$ cat src/rtl/fp_norm_round.sv
// fp_norm_round: renormalise, round-to-nearest-even and pack the adder's raw mantissa sum.
// Carry is fixed by one right shift; leading zeros take up to STEP bits per NORM cycle.
module fp_norm_round #(
    parameter int STEP = 4
) (
    input  logic        clk,
    input  logic        rst_n,
    input  logic        in_valid,
    output logic        in_ready,
    input  logic        in_sign,
    input  logic [7:0]  in_exp,
    input  logic [26:0] in_mant,
    output logic        out_valid,
    input  logic        out_ready,
    output logic [31:0] out_result
);
    typedef enum logic [1:0] {IDLE, NORM, ROUND, DONE} state_t;

    state_t      state_q, state_d;
    logic        sign_q, sign_d, pk_q, pk_d, found, up;
    logic [26:0] m_q, m_d;
    logic [9:0]  e_q, e_d, sh, re;
    logic [31:0] res_q, res_d;
    logic [4:0]  lz;
    logic [24:0] top;
    logic [23:0] rm;

    always_comb begin
        lz = 5'd26;
        found = 1'b0;
        for (int i = 25; i >= 0; i--) begin
            if (!found && m_q[i]) begin
                lz = 5'(25 - i);
                found = 1'b1;
            end
        end
        sh = 10'(STEP);
        sh = ({5'b0, lz} < sh) ? {5'b0, lz} : sh;
        sh = ((e_q - 10'd1) < sh) ? e_q - 10'd1 : sh;
        up = m_q[1] & (m_q[0] | m_q[2]);
        top = m_q[26:2] + {24'b0, up};
        // A rounding carry into bit 26 renormalises by one and bumps the exponent.
        rm = top[24] ? top[24:1] : top[23:0];
        re = e_q + {9'b0, top[24]};
    end

    always_comb begin
        state_d = state_q;
        sign_d = sign_q;
        m_d = m_q;
        e_d = e_q;
        res_d = res_q;
        pk_d = pk_q;
        case (state_q)
            IDLE: if (in_valid) begin
                sign_d = in_sign;
                m_d = in_mant;
                e_d = (in_exp == 8'd0) ? 10'd1 : {2'b0, in_exp};
                pk_d = (in_exp == 8'hFF);
                res_d = (in_exp == 8'hFF) ? {in_sign, 8'hFF, in_mant[24:2]} : res_q;
                state_d = NORM;
            end
            NORM: begin
                if (pk_q) begin
                    state_d = DONE;
                end else if (m_q == 27'd0) begin
                    res_d = {sign_q, 31'b0};
                    state_d = DONE;
                end else if (m_q[26]) begin
                    m_d = {1'b0, m_q[26:2], m_q[1] | m_q[0]};
                    e_d = e_q + 10'd1;
                    state_d = ROUND;
                end else if (m_q[25] || e_q == 10'd1) begin
                    state_d = ROUND;
                end else begin
                    m_d = m_q << sh;
                    e_d = e_q - sh;
                end
            end
            ROUND: begin
                res_d = (re >= 10'd255) ? {sign_q, 8'hFF, 23'b0}
                                        : {sign_q, rm[23] ? re[7:0] : 8'h00, rm[22:0]};
                state_d = DONE;
            end
            default: state_d = out_ready ? IDLE : DONE;
        endcase
    end

    always_ff @(posedge clk or negedge rst_n) begin
        if (!rst_n) begin
            state_q <= IDLE;
            sign_q <= 1'b0;
            pk_q <= 1'b0;
            m_q <= 27'd0;
            e_q <= 10'd1;
            res_q <= 32'd0;
        end else begin
            state_q <= state_d;
            sign_q <= sign_d;
            pk_q <= pk_d;
            m_q <= m_d;
            e_q <= e_d;
            res_q <= res_d;
        end
    end

    assign in_ready = (state_q == IDLE);
    assign out_valid = (state_q == DONE);
    assign out_result = res_q;
endmodule

$ cat config.mk
export PLATFORM = sky130hd
export DESIGN_NAME = fp_norm_round
export DESIGN_NICKNAME = d
export VERILOG_FILES = /design/src/rtl/fp_norm_round.sv
export SDC_FILE = /design/constraint.sdc
export NUM_CORES = 1
export LEC_CHECK = 0
export BUFFER_PORTS_ARGS = -buffer_cell sky130_fd_sc_hd__buf_2
export CAP_MARGIN = 20
export CORE_MARGIN = 10
export CORE_UTILIZATION = 30
export DETAILED_ROUTE_END_ITERATION = 12
export PLACE_DENSITY = 0.58
export SKIP_LAST_GASP = 1
export SYNTH_ARGS = -nofsm -noshare
export SYNTH_HDL_FRONTEND = slang
export SYNTH_SLANG_ARGS = --single-unit
$ cat constraint.sdc
create_clock -name clk -period 10.2 [get_ports clk]
set_input_delay 1.02 -clock clk [delete_from_list [all_inputs] [get_ports clk]]
set_output_delay 1.02 -clock clk [all_outputs]
set_load 0.01 [all_outputs]
==> results_dict.tcl <==
set metrics [dict create \
    outcome "completed" \
    synth_area_per_cell_um2 7.27 \
    cp-start-kind "flip-flop" \
    track_usage_pct 16.6 \
    yosysMostFrequentCell "nand2_1" \
    synth_nets 1079 \
    grt_pass1_vias 7360 \
    reg2reg_to "e_q[9]$_DFFE_PN0P_" \
    grt_max_degree 60 \
    cap_viol_max_count 0 \
    antenna_found_initial 0 \
    first_iter_violations 799 \
    relSlewSlack_pct 29.3 \
    cts_tree "built" \
    area_growth_pct 10.9 \
    place_congestion 0.890 \
    hold_path.class "flip-flop to flip-flop" \
    end_kind "flip-flop" \
    die-height_um 177 \
    vias_per_cell 5.80 \
    insertion_delay_ns 0.35 \
    grt_first_pass_wirelength_um 42300 \
    path_clk_slew_ns 0.07 \
    clock-root-buffer "clkbuf_16" \
    tightest_slew_ns 1.05 \
    cts_buffers 9 \
    ir_drop_mv 0.163 \
    core_area_mm2 0.0242 \
    startpoint "e_q[0]$_DFFE_PN1P_" \
    detail_route.wl_per_cell_um 19.7 \
    rrSetupSlack_ns 3.00 \
    postCtsSetupBuffers 0 \
    io-pin-count 74 \
    rr_worst_depth 21 \
    r2r-start "e_q[0]$_DFFE_PN1P_" \
    die_w_um 177 \
    synth-edff-count 0 \
    cts-resized-gates 0 \
    synth_area_leaders "dfrtp_1 24%, nand2_1 8.8%, o21ai_0 5.6%" \
    cp-endpoint "e_q[9]$_DFFE_PN0P_" \
    ys_ff_latch 73 \
    num-nets-final 1081 \
    htreeDepth 3 \
    synth.area.mux_share_pct 4.68 \
    hpwl_um 18900 \
    layout-drive-gt1-share_pct 12.7 \
    synth_top_family_by_area "compound AO/OA/AOI/OAI gates" \
    synth_xor_area_share_pct 3.68 \
    worst-setup-path-type "flip-flop to flip-flop" \
    fin_skew_ns 0.00988 \
    ys.flop_type "dfrtp_1" \
    synth_area_mm2 0.00738 \
    p_leak_nw 3.31 \
    rows 57 \
    placed_cell_area_mm2 0.00785 \
    critPathMaxFanout 26 \
    hold_viol 0 \
    preCtsSetupSlack_ns 3.03 \
    synth_cells 1016 \
    dieArea_mm2 0.0313 \
    dr.pass1.iters 6 \
    synthArstFlopShare_pct 100 \
    synth-seq-area-share_pct 24.8 \
    min_period_ns 7.20 \
    synth_compound_area_share_pct 28.2 \
    overflow 0 \
    synth_simple_gate_area_share_pct 27.2 \
    drc 0 \
    p_per_area_mw_per_mm2 431 \
    final_area_mm2 0.00819 \
    cts.sinks 73 \
    synthAdderAreaFrac_pct 4.00 \
    synth_top_area_share_pct 24.4 \
    required_ns 10.47 \
    vias 7814 \
    arrival_ns 7.47 \
    holdBufCountCts 0 \
    ys_types 71 \
    rsz0062_at_grt "no" \
    finalSetupViolCount 0 \
    synthTopCellsByCount "173 x nand2_1, 82 x o21ai_0, 72 x clkbuf_1, 72 x dfrtp_1, 59 x a21oi_1" \
    io_buffer_count 73 \
    num_antenna_cells 0 \
    cts_buffer_depth 2 \
    min_from "out_result[5]$_DFFE_PN0P_" \
    hold_ws_ns 0.470 \
    start_util_pct 30.4 \
    synth_top_area_cell "dfrtp_1" \
    finalMaxSlewViolations 0 \
    final.setup.worst_slack_ns 3.00 \
    final_antenna_net_count 0 \
    fin_tns_setup_ns 0 \
    period_share_pct 70.6 \
    clock.fmax_ghz 0.139 \
    routed_wirelength_um 26600 \
    ys_warn_count 0 \
]
## report_power, final
group,switching [W],total (W),internal [W]
clock network,0.000146,0.000368,0.000222
logic,0.00154,0.00244,0.000905
registers,0.000288,0.000717,0.000430
## flip-flops by register name, indices dropped and copies added, names as in the netlist
signal,count
e_q,10
sign_q,1
m_q,27
pk_q,1
out_result,32
state_q,2
## cells by family (layout without fill, tap and decap cells)
kind of cell	Yosys count	after routing
compound gates	312	312
mux	34	34
buf+inv	125	132
fa+ha+maj	23	23
flops	73	73
xor+xnor	31	31
simple gates	418	418
## how the worst min path moves through the flow
stage | end | slack (ns) | cells past startpoint
2_1_floorplan | sign_q$_DFFE_PN0P_ | 0.47 | 1
3_3_place_gp | out_result[11]$_DFFE_PN0P_ | 0.46 | 2
3_5_place_dp | out_result[5]$_DFFE_PN0P_ | 0.46 | 2
4_1_cts | out_result[5]$_DFFE_PN0P_ | 0.48 | 2
6_report | out_result[5]$_DFFE_PN0P_ | 0.47 | 2
5_1_grt | out_result[9]$_DFFE_PN0P_ | 0.51 | 2
## cell type report
| type | count | area, um^2 |
|---|---|---|
| Multi-Input combinational cell | 818 | 5040 |
| Timing Repair Buffer | 89 | 488 |
| Clock inverter | 6 | 87.6 |
| Tap cell | 324 | 405 |
| Sequential cell | 73 | 1830 |
| Fill cell | 2590 | 16100 |
| Clock buffer | 10 | 239 |
| Inverter | 27 | 101 |
## metrics by stage
stage	total power, W	utilization, %	std cells
global placement	0.00310	32.4	1330
detailed placement	0.00313	32.4	1330
finish	0.00353	33.8	1347
global route	0.00385	33.8	1347
CTS	0.00351	33.7	1346
floorplan	0.00252	-	1016
## cells in the final DEF, fill, tap and decap left out, drive strengths merged, types with 8 or more instances in the layout
cell type	netlist	layout
dfrtp	72	72
nand4	11	11
xnor2	22	22
a211oi	10	10
xor2	9	9
o21ai	85	85
nor2	47	47
buf	26	89
a21o	16	16
nor4	14	14
a21oi	59	59
nand2b	13	13
a31oi	14	14
a22oi	36	36
nor3	49	49
inv	27	29
nand2	173	173
nand3	57	57
nor2b	8	8
ha	22	22
clkbuf	72	10
o22a	12	12
a311oi	20	20
mux2i	30	30
## critical path, stage by stage, from the launching register on
cell	delay (ns)
dfstp_2	0.64
inv_1	0.13
ha_1	0.74
inv_1	0.57
ha_1	0.44
o21a_1	0.22
a211o_1	0.66
nor2_8	0.46
a21o_1	0.17
buf_4	0.33
inv_2	0.28
ha_1	0.35
nor2b_1	0.21
ha_1	0.27
a21o_1	0.18
a21oi_1	0.20
o21ai_0	0.16
o41a_1	0.36
a31oi_1	0.30
nor3b_1	0.22
mux2i_1	0.11
o221ai_1	0.08
## routing by layer
metal | global-route usage (%) | share of wire, % | vias to the layer above
met1 | 22.6 | 45 | 3738
li1 | - | - | 3729
met2 | 26.5 | 46 | 312
met5 | 0 | 0 | -
met3 | 2.54 | 7.2 | 35
met4 | 5.18 | 2.1 | 0
Power figures use the tool's default switching activity.
